### src/rtl/bf16_pair_feeder.sv
// bf16_pair_feeder: buffers bfloat16 operand pairs, issues them one at a
// time to the add core, and presents truncated bfloat16 results downstream.
//
// Ports:
//   clock, nreset          rising-edge clock, async active-low reset
//   in_valid/in_ready      operand pair push handshake (in_a, in_b)
//   core_a/core_b          registered operands {bf16, 16'h0} to the core
//   core_start             one-cycle issue pulse
//   core_ready/core_sum    core result strobe and single-precision sum
//   out_valid/out_ready    result handshake (out_sum, out_err, out_seq)
module bf16_pair_feeder #(
  parameter int DEPTH   = 4,
  parameter int TIMEOUT = 15
) (
  input  logic        clock,
  input  logic        nreset,
  input  logic        in_valid,
  output logic        in_ready,
  input  logic [15:0] in_a,
  input  logic [15:0] in_b,
  output logic [31:0] core_a,
  output logic [31:0] core_b,
  output logic        core_start,
  input  logic        core_ready,
  input  logic [31:0] core_sum,
  output logic        out_valid,
  input  logic        out_ready,
  output logic [15:0] out_sum,
  output logic        out_err,
  output logic [7:0]  out_seq
);

  localparam int AW = $clog2(DEPTH);

  typedef enum logic [1:0] {
    IDLE,
    ISSUE,
    WAIT,
    DRAIN
  } state_t;

  state_t state;
  state_t state_n;

  logic [15:0]   a_mem [DEPTH];
  logic [15:0]   b_mem [DEPTH];
  logic [AW-1:0] wr_ptr;
  logic [AW-1:0] rd_ptr;
  logic [AW:0]   count;
  logic [7:0]    timer;

  logic push;
  logic pop;
  logic load;
  logic fire_ok;
  logic fire_to;
  logic drain_hs;

  // Low half of the core result is dropped by truncation.
  logic unused_sum;
  assign unused_sum = ^core_sum[15:0];

  // Registered count only: a pop this cycle does not reopen in_ready.
  assign in_ready = count != (AW+1)'(DEPTH);
  assign push     = in_valid & in_ready;
  assign pop      = state == ISSUE;
  assign load     = (state == IDLE) && (count != '0);

  assign core_start = state == ISSUE;

  // A response in the watchdog's final cycle takes precedence.
  assign fire_ok  = (state == WAIT) && core_ready;
  assign fire_to  = (state == WAIT) && !core_ready &&
                    (timer == 8'(TIMEOUT - 1));
  assign drain_hs = (state == DRAIN) && out_valid && out_ready;

  always_ff @(posedge clock) begin
    if (push) begin
      a_mem[wr_ptr] <= in_a;
      b_mem[wr_ptr] <= in_b;
    end
  end

  always_ff @(posedge clock or negedge nreset) begin
    if (!nreset) begin
      wr_ptr <= '0;
      rd_ptr <= '0;
      count  <= '0;
    end else begin
      if (push) wr_ptr <= wr_ptr + 1'b1;
      if (pop)  rd_ptr <= rd_ptr + 1'b1;
      count <= count + (AW+1)'(push) - (AW+1)'(pop);
    end
  end

  always_ff @(posedge clock or negedge nreset) begin
    if (!nreset) state <= IDLE;
    else         state <= state_n;
  end

  always_comb begin
    state_n = state;
    unique case (state)
      IDLE:    if (count != '0) state_n = ISSUE;
      ISSUE:   state_n = WAIT;
      WAIT:    if (fire_ok || fire_to) state_n = DRAIN;
      DRAIN:   if (drain_hs) state_n = IDLE;
      default: state_n = IDLE;
    endcase
  end

  always_ff @(posedge clock or negedge nreset) begin
    if (!nreset) begin
      core_a    <= '0;
      core_b    <= '0;
      timer     <= '0;
      out_valid <= 1'b0;
      out_sum   <= '0;
      out_err   <= 1'b0;
      out_seq   <= '0;
    end else begin
      if (load) begin
        core_a <= {a_mem[rd_ptr], 16'h0000};
        core_b <= {b_mem[rd_ptr], 16'h0000};
      end
      if (state == ISSUE) begin
        timer <= '0;
      end else if ((state == WAIT) && !fire_ok && !fire_to) begin
        timer <= timer + 8'd1;
      end
      unique case (1'b1)
        fire_ok: begin
          out_valid <= 1'b1;
          out_sum   <= core_sum[31:16];
          out_err   <= 1'b0;
        end
        fire_to: begin
          out_valid <= 1'b1;
          out_sum   <= 16'hFFFF;
          out_err   <= 1'b1;
        end
        drain_hs: begin
          out_valid <= 1'b0;
          out_seq   <= out_seq + 8'd1;
        end
        default: ;
      endcase
    end
  end

endmodule

### config.mk
export PLATFORM = sky130hd
export DESIGN_NAME = bf16_pair_feeder
export DESIGN_NICKNAME = d
export VERILOG_FILES = /design/src/rtl/bf16_pair_feeder.sv
export SDC_FILE = /design/constraint.sdc
export NUM_CORES = 1
export LEC_CHECK = 0
export ABC_AREA = 1
export ABC_CLOCK_PERIOD_IN_PS = 3400
export CAP_MARGIN = 10
export CORE_MARGIN = 1.5
export CORE_UTILIZATION = 63
export CTS_CLUSTER_DIAMETER = 50
export DETAILED_ROUTE_END_ITERATION = 8
export DONT_BUFFER_PORTS = 1
export MAX_ROUTING_LAYER = met4
export PLACE_DENSITY = 0.79
export SLEW_MARGIN = 20
export SYNTH_ARGS = -nofsm -noshare
export SYNTH_HDL_FRONTEND = slang
export SYNTH_SLANG_ARGS = --single-unit
### constraint.sdc
create_clock -name clock -period 3.4 [get_ports clock]
set_clock_uncertainty 0.1 [all_clocks]
set_input_delay 0.68 -clock clock [delete_from_list [all_inputs] [get_ports clock]]
set_output_delay 0.68 -clock clock [all_outputs]
set_load 0.05 [all_outputs]
Yosys cells after proc, flatten, opt, wreduce, memory -nomap -nowiden
Memories as Yosys holds them, arrays and structs flattened. A register that Yosys moved wholly into a read port is not among the register bits.
Cells that the tools add are included.

storage, ports and cells
  register bits = 43
  RAM bits = 128
  output and inout bits = 92
  memories = 2

memories
  memory  depth  width  read ports  clocked after Yosys merged registers in  wr ports  line  source
  a_mem   4      16     1           1                                        1         45    logic [15:0] a_mem [DEPTH];
  b_mem   4      16     1           1                                        1         46    logic [15:0] b_mem [DEPTH];

cells by class
  add/subtract/negate cells = 6
  equality and inequality tests = 8
  mux-type cells = 11
  bitwise operators = 1
  reductions and logical operators = 21

operators with widths
  kind                                                                      count
  16-bit case mux with 2 select lines                                       1
  8-bit by 1-bit adder with 8-bit output (second input constant)            2
  8-bit two-way mux                                                         2
  8-bit by 4-bit == test with 1-bit output (second input constant)          1
  1-bit logical AND                                                         8
  2-bit case mux with 4 select lines                                        1
  2-bit two-way mux                                                         3
  2-bit nonzero test                                                        3
  1-bit zero test                                                           5
  2-bit by 1-bit adder with 2-bit output (second input constant)            2
  2-bit == test (second input constant)                                     2
  2-bit by 1-bit inequality test with 1-bit output (second input constant)  2
  1-bit case mux with 2 select lines                                        2
  3-bit by 1-bit adder with 3-bit output                                    1
  3-bit inequality test (second input constant)                             1
  3-bit AND reduction                                                       1
  3-bit nonzero test                                                        1
  3-bit by 1-bit subtractor with 3-bit output                               1
  2-bit by 1-bit == test with 1-bit output (second input constant)          1
  2-bit zero test                                                           1
  1-bit two-way mux                                                         2
  2-bit inequality test (second input constant)                             1
  2-bit OR reduction                                                        1
  1-bit AND                                                                 1
  1-bit logical OR                                                          1

Logic depth before layout (Yosys ltp)
Gate-level depths: netlist of run 1.

  depth after elaboration = 7
  depth in mapped cells = 9

Worst setup path after synthesis of run 1
No wires, ideal clock.

  path kind = register to register
  start point = register count[1]
  end point = memory a_mem[0][0], enable pin
  setup time = 0.421 ns
  data arrival time = 2.476 ns
  path slack = 0.403 ns
  stages on the path, launching flop included = 5
  buffers on the path = 0
  period minus slack after synthesis = 2.997 ns
  cell sequence = dfrtp_1 > inv_1 > nand3_1 > nand2_2 > nor2_1

between the ends
  longest elaborated chain between the ends = 4

ends and longest elaborated chain
  item                                     line  source
  from (decl)                              49    logic [AW:0] count;
  from (signal assigned)                   92    count <= count + (AW+1)'(push) - (AW+1)'(pop);
  3-bit inequality test                    64    assign in_ready = count != (AW+1)'(DEPTH);
  via in_ready                             18    output logic in_ready,
  1-bit AND                                65    assign push = in_valid & in_ready;
  1-bit two-way mux                        78    if (push) begin
  1-bit two-way mux (implied by the code)  79    a_mem[wr_ptr] <= in_a;
  to (decl)                                45

The timed path passes the listed nets, and every way through them passes these cells.

Worst setup path after layout of run 1
  start point = register count[1]
  end point = register count[2]

between the ends
  longest elaborated chain between the ends = 4

ends and longest elaborated chain
  item                                             line
  3-bit inequality test                            64
  1-bit AND                                        65
  3-bit by 1-bit adder with 3-bit output (*)       92
  3-bit by 1-bit subtractor with 3-bit output (*)  92

Mark *: on every way between the ends. The rest lies on a longest branch, timed or not.
A chain may end at the register's enable or synchronous reset.

==> flow_summary.toml, run 1 <==
[run_status]
status = "finished, final reports clean"

[layout]
fin_cells = 958
nets = 851
drive_above_1_share_pct = 8.056
areaGrowthSynthToFinish_pct = 8.751
stdcell_area_um2 = 9251
insertedDiodeCount = 0
fillerInstances = 906

[synthesis]
yosys.cell_types.count = 28
muxShareOfSynthArea_pct = 0
synth_top_family_by_area = "simple AND/OR/NAND/NOR gates"
syn-cell-area_um2 = 8507
yosysWarnings = 0
synth_compound_area_share_pct = 8.575
avgSynthCellArea_um2 = 11.13
synthAdderAreaFrac_pct = 2.294
yosys.area_share.simple_pct = 12.63
netlist_instances = 764
synth_seq_area_share_pct = 67.25
synth_xor_area_share_pct = 1.235
ys_ff_latch = 203

[pwr]
p_leak_nw = 3.753
p_per_area_nw_per_um2 = 1021
vdd_drop_max_uv = 981.9

[placed_design]
hpwl_um = 9285
portBuffers = 0
pre_cts_ws_ns = 1.003
dp_cells = 918
gp_congestion = 0.7966
placed_cell_area_um2 = 8502

[worst_setup_path]
crit_fanout = 8
crit_path_cell_trace = "inv_1, nand3_1, buf_4, nand2_2, ha_1, inv_1, ha_1, fa_1, xor2_1"
critPathArrivalTime_ns = 2.64
crit_slowest_cell = "fa_1"
critical_path_class = "reg -> reg"
worstSetupEndpointType = "flop"
required_ns = 3.66
startpoint_type = "flop"
slowest_delay_ns = 0.38
crit_buf_inv = 3
crit_family = "adder cells"

[detailed_routing]
wl_per_cell_um = 16.41
routed_wl_um = 15720
final_antenna_net_count = 0
drcViolationCount = 0
drt_iter0_drc = 357
first_pass_iters = 4
viasPerCell = 5.501
vias = 5270

[floorplan]
die_x_um = 119.2
die_height_um = 119.2
num_rows = 42
pin_count = 161
core-area_um2 = 13190
start_util_pct = 64.49
die-area_um2 = 14210

[timing]
period_minus_slack_ns = 2.376
max_slew_margin_pct = 28.24
maxSlewViolCount = 0
tns_ns = 0
worst_slack_ns = 1.024
setup_viol = 0
finalHoldViolCount = 0
rsz0062_at_grt = "false"
tightest_slew_ns = 1.076
period_share_pct = 69.87
fmax_ghz = 0.4209

[clock_network]
cts.sinks = 203
clock_latency_ns = 0.50
cts-buffers-inserted = 21
htree_levels = 1
clock-root-buffer = "clkbuf_16"
clockBufferDepth = 3
clk_pin_slew_ns = 0.07
postCtsSetupBuffers = 0
cts_tree = "yes"

[grt]
grt_max_degree = 76
antenna_found_initial = 0
grt_pass1_vias = 5082
grt_overflow = 0
grtUsageTotal_pct = 23.39
grt_pass1_wl_um = 25440

[run]
drv_cap = 0

[hold_path]
hold_class = "in -> reg"
[metrics by stage]
| stage | hold WS, ns | total power, mW | util, % |
|---|---|---|---|
| floorplan | 0.2844 | 6.651 | - |
| global placement | 0.2862 | 6.979 | 64.46 |
| detailed placement | 0.2858 | 7.137 | 64.46 |
| CTS | 0.1605 | 9.504 | 70.13 |
| global route | 0.1487 | 10.01 | 70.14 |
| finish | 0.1676 | 9.443 | 70.14 |
[path summary, 6_finish.rpt]
kind,slack (ns),to,start,cells past startpoint
hold / removal,0.17,a_mem[2][11]$_DFFE_PP_,in_a[11],0
max in group asynchronous,2.22,rd_ptr[0]$_DFFE_PN0N_,nreset,2
setup / recovery,1.02,count[2]$_DFF_PN0_,count[1]$_DFF_PN0_,9
setup reg to reg,1.02,count[2]$_DFF_PN0_,count[1]$_DFF_PN0_,9
hold reg to reg,0.44,count[0]$_DFF_PN0_,count[0]$_DFF_PN0_,1
min in group asynchronous,0.65,core_a[31]$_DFFE_PN0P_,nreset,2
[cell usage in the layout (no fill, tap or decap), drive strengths merged]
master,n
xor2,8
xnor2,4
a21oi,2
o21ai,138
nand2,104
o21bai,1
fa,1
buf,9
dlygate4sd3,1
bufinv,3
ha,14
clkinvlp,1
edfxtp,128
nor2,131
clkinv,11
dfrtp,75
clkbuf,23
a31oi,1
or2,1
inv,65
nand3,24
conb,32
nand4,5
[cell families (layout without fill, tap and decap cells)]
logic type	after synthesis	after routing
compound gates	142	142
xor+xnor	12	12
fa+ha+maj	15	15
buf+inv	126	113
flops	203	203
other cells	1	32
simple gates	265	265
[cell type report]
type,instances,area [um2],share of cell area [%]
Multi-Input combinational cell,466,2255,24.37
Tap cell,176,220.2,2.380
Clock buffer,23,543.0,5.870
Sequential cell,203,5723,61.86
Clock inverter,15,167.7,1.812
Timing Repair Buffer,10,97.59,1.055
Inverter,65,245.2,2.651
[repair_timing]
item,CTS,global route
gates resized for setup,0,0
hold endpoints to repair,75,0
hold buffers,2,0
[layer usage]
metal	share of wire, %	vias up	track usage [%]
met5	0	-	-
met3	7.6	37	4.693
met2	51	209	38.80
met4	2.0	0	6.702
met1	40	2543	29.67
li1	-	2481	-
[cell usage after synthesis]
library cell / count / area [um2]
a21oi_1: 2 / 10.01
a31oi_4: 1 / 21.27
buf_2: 9 / 45.04
buf_4: 35 / 262.8
buf_6: 8 / 90.09
clkbuf_1: 7 / 26.28
clkbuf_2: 2 / 10.01
clkinv_1: 1 / 3.750
conb_1: 1 / 3.750
dfrtp_1: 75 / 1877
edfxtp_1: 128 / 3844
fa_1: 1 / 20.02
ha_1: 14 / 175.2
inv_1: 62 / 232.7
inv_2: 2 / 7.510
nand2_1: 101 / 379.1
nand2_2: 3 / 18.77
nand3_1: 23 / 115.1
nand3_2: 1 / 10.01
nand4_1: 5 / 31.28
nor2_1: 128 / 480.5
nor2_4: 3 / 33.78
o21ai_0: 112 / 560.5
o21ai_1: 26 / 130.1
o21bai_1: 1 / 7.510
or2_2: 1 / 6.260
xnor2_1: 4 / 35.03
xor2_1: 8 / 70.07
[registers in the layout, summed over array words and instances, names as in the netlist]
signal / cells
a_mem: 64
b_mem: 64
core_a: 16
core_b: 16
out_sum: 16
out_seq: 8
timer: 8
count: 3
rd_ptr: 2
state: 2
wr_ptr: 2
out_err: 1
out_valid: 1
[power by group]
part	leakage, nW	internal [mW]	switching (mW)	total, mW
sequential	2.09	3.33	1.52	4.85
combinational	1.31	0.711	1.56	2.27
clock	0.354	1.39	0.933	2.33
total	3.75	5.44	4.01	9.44
[worst reg2reg max path, stage by stage (launching register included)]
cell and delay [ns]:
dfrtp_1 0.36, inv_1 0.12, nand3_1 0.10, buf_4 0.21, nand2_2 0.23, ha_1 0.36
inv_1 0.04, ha_1 0.19, fa_1 0.38, xor2_1 0.17
Note: power is estimated with default switching activity, not from simulation.
==> run 2, diff against run 1 <==
--- a/config.mk
+++ b/config.mk
@@ -6,7 +6,7 @@
 export NUM_CORES = 1
 export LEC_CHECK = 0
 export ABC_AREA = 1
-export ABC_CLOCK_PERIOD_IN_PS = 3400
+export ABC_CLOCK_PERIOD_IN_PS = 2400
 export CAP_MARGIN = 10
 export CORE_MARGIN = 1.5
 export CORE_UTILIZATION = 63
==> constraint.sdc (replaced) <==
create_clock -name clock -period 2.4 [get_ports clock]
set_clock_uncertainty 0.1 [all_clocks]
set_input_delay 0.48 -clock clock [delete_from_list [all_inputs] [get_ports clock]]
set_output_delay 0.48 -clock clock [all_outputs]
set_load 0.05 [all_outputs]
==> flow_summary.toml, run 2 (synthesized netlist as in run 1, its figures left out) <==
[run_status]
status = "finished, final reports clean"

[placed_design]
hpwl_um = 9716
dp_cells = 928
gp_congestion = 0.7630
portBuffers = 0
placed_cell_area_um2 = 8657
pre_cts_ws_ns = 0.3750

[grt]
grt_busiest_layer = "met2"
use_met2_pct = 41.47
grt_max_degree = 76
met1_usage_pct = 31.06
antenna_found_initial = 2
grt_pass1_wl_um = 26920
grt_overflow = 0
grt.met3_usage_pct = 4.119
grtUsageTotal_pct = 24.64
grt_pass1_vias = 5562

[layout]
fin_cells = 1002
final_common_cell = "edfxtp_1"
layout_common_cells = "edfxtp_1, nor2_1, o21ai_0"
fillerInstances = 869
nets = 893
reg.largest.list = "a_mem x64, b_mem x64"
areaGrowthSynthToFinish_pct = 14.05
drive_above_1_share_pct = 8.617
final_util_pct = 73.55
stdcell_area_um2 = 9702

[worst_setup_path]
slowest_delay_ns = 0.46
worstReg2RegStart = "state[0]$_DFFE_PN0P_"
required_ns = 2.65
crit_slowest_cell = "clkinv_1"
r2r_slack_ns = 0.34
critical_path_class = "reg -> reg"
crit_path_cell_trace = "inv_1, ha_1, nand2_2, clkinv_1, nor2_1, a21oi_1"
crit_family = "buffers and inverters"
worst_r2r_endpoint = "out_valid$_DFFE_PN0P_"
worstSetupEndpointType = "flop"
critPathArrivalTime_ns = 2.31
startpoint_type = "flop"
crit_buf_inv = 2
crit_fanout = 18
rr_worst_depth = 6

[floorplan]
die-area_um2 = 14210
die_x_um = 119.2
start_util_pct = 64.49
num_rows = 42
pin_count = 161
die_height_um = 119.2
core-area_um2 = 13190

[pwr]
combPwrFrac_pct = 27.5
clockPowerShare_pct = 23.2
internal_power_mw = 7.791
vdd_drop_max_uv = 940.5
p_per_area_nw_per_um2 = 1399
sw_frac_of_total_pct = 42.60
power_mw = 13.57
p_seq_share_pct = 49.3
p_leak_nw = 3.944
switching_power_mw = 5.783

[timing]
max_slew_margin_pct = 54.99
rsz0062_at_grt = "false"
worst_slack_ns = 0.3397
tightest_slew_ns = 0.6752
period_minus_slack_ns = 2.060
setup_viol = 0
period_share_pct = 85.85
tns_ns = 0
fmax_ghz = 0.4854
maxSlewViolCount = 0
finalHoldViolCount = 0
hold_ws_ns = 0.03385

[clock_network]
clk_pin_slew_ns = 0.06
cts.sinks = 203
clock-root-buffer = "clkbuf_16"
htree_levels = 1
clockBufferDepth = 3
postCtsSetupBuffers = 0
cts_tree = "yes"
cts-buffers-inserted = 21
cts_resized = 0
clock_latency_ns = 0.48

[hold_path]
holdPathStages = 2
min-delay-start = "core_sum[31]"
hold_class = "in -> reg"
min_delay_worst_endpoint = "out_sum[15]$_DFFE_PN0P_"

[detailed_routing]
drt_iter0_drc = 471
routed_wl_um = 16630
vias = 5531
final_antenna_net_count = 0
viasPerCell = 5.520
wl_per_cell_um = 16.60
drcViolationCount = 0
first_pass_iters = 5

[run]
drv_cap = 0
-- run 2: changes by cell type in the layout (fill, tap and decap cells not counted), sizes merged --
cell / delta
dlygate4sd3: +32
buf: +10
bufinv: -2
clkbuf: +2
diode: +2
clkinv: -1
inv: +1
-- run 2: timing repair --
item	in CTS	in global routing
hold buffers	34	0
endpoints found under the setup margin	0	0
endpoints found under the hold margin	203	0
-- run 2: layout make-up --
class	instances	area (um2)	area share (%)
Antenna cell	2	5.005	0.05159
Multi-Input combinational cell	466	2260	23.29
Timing Repair Buffer	52	568.0	5.855
Sequential cell	203	5723	58.99
Clock buffer	25	581.8	5.997
Tap cell	176	220.2	2.270
Clock inverter	13	100.1	1.032
Inverter	65	244.0	2.515
-- run 2: power by group through the flow --
stage	Combinational (mW)	Clock, mW	Sequential [mW]
after floorplan	2.77	0	6.66
after global placement	3.41	0	6.71
after detailed placement	3.61	0	6.76
after CTS	3.75	3.18	6.70
after global routing	4.23	3.33	6.79
final	3.73	3.14	6.70
-- run 2: worst max path at each step --
stage	startpoint	slack, ns	endpoint	cells past startpoint
2_1_floorplan	state[1]$_DFFE_PN0P_	0.12	count[2]$_DFF_PN0_	7
3_3_place_gp	state[0]$_DFFE_PN0P_	0.49	out_valid$_DFFE_PN0P_	6
3_5_place_dp	state[0]$_DFFE_PN0P_	0.37	out_valid$_DFFE_PN0P_	6
4_1_cts	state[1]$_DFFE_PN0P_	0.34	core_start	3
5_1_grt	state[0]$_DFFE_PN0P_	0.10	out_sum[8]$_DFFE_PN0P_	6
6_report	state[0]$_DFFE_PN0P_	0.34	out_valid$_DFFE_PN0P_	6
-- run 2: per-layer routing --
| layer | wire length (um) | part of all wire [%] |
|---|---|---|
| met4 | 393 | 2.4 |
| met2 | 8479 | 51 |
| met3 | 976 | 5.9 |
| met1 | 6784 | 41 |
| met5 | 0 | 0 |
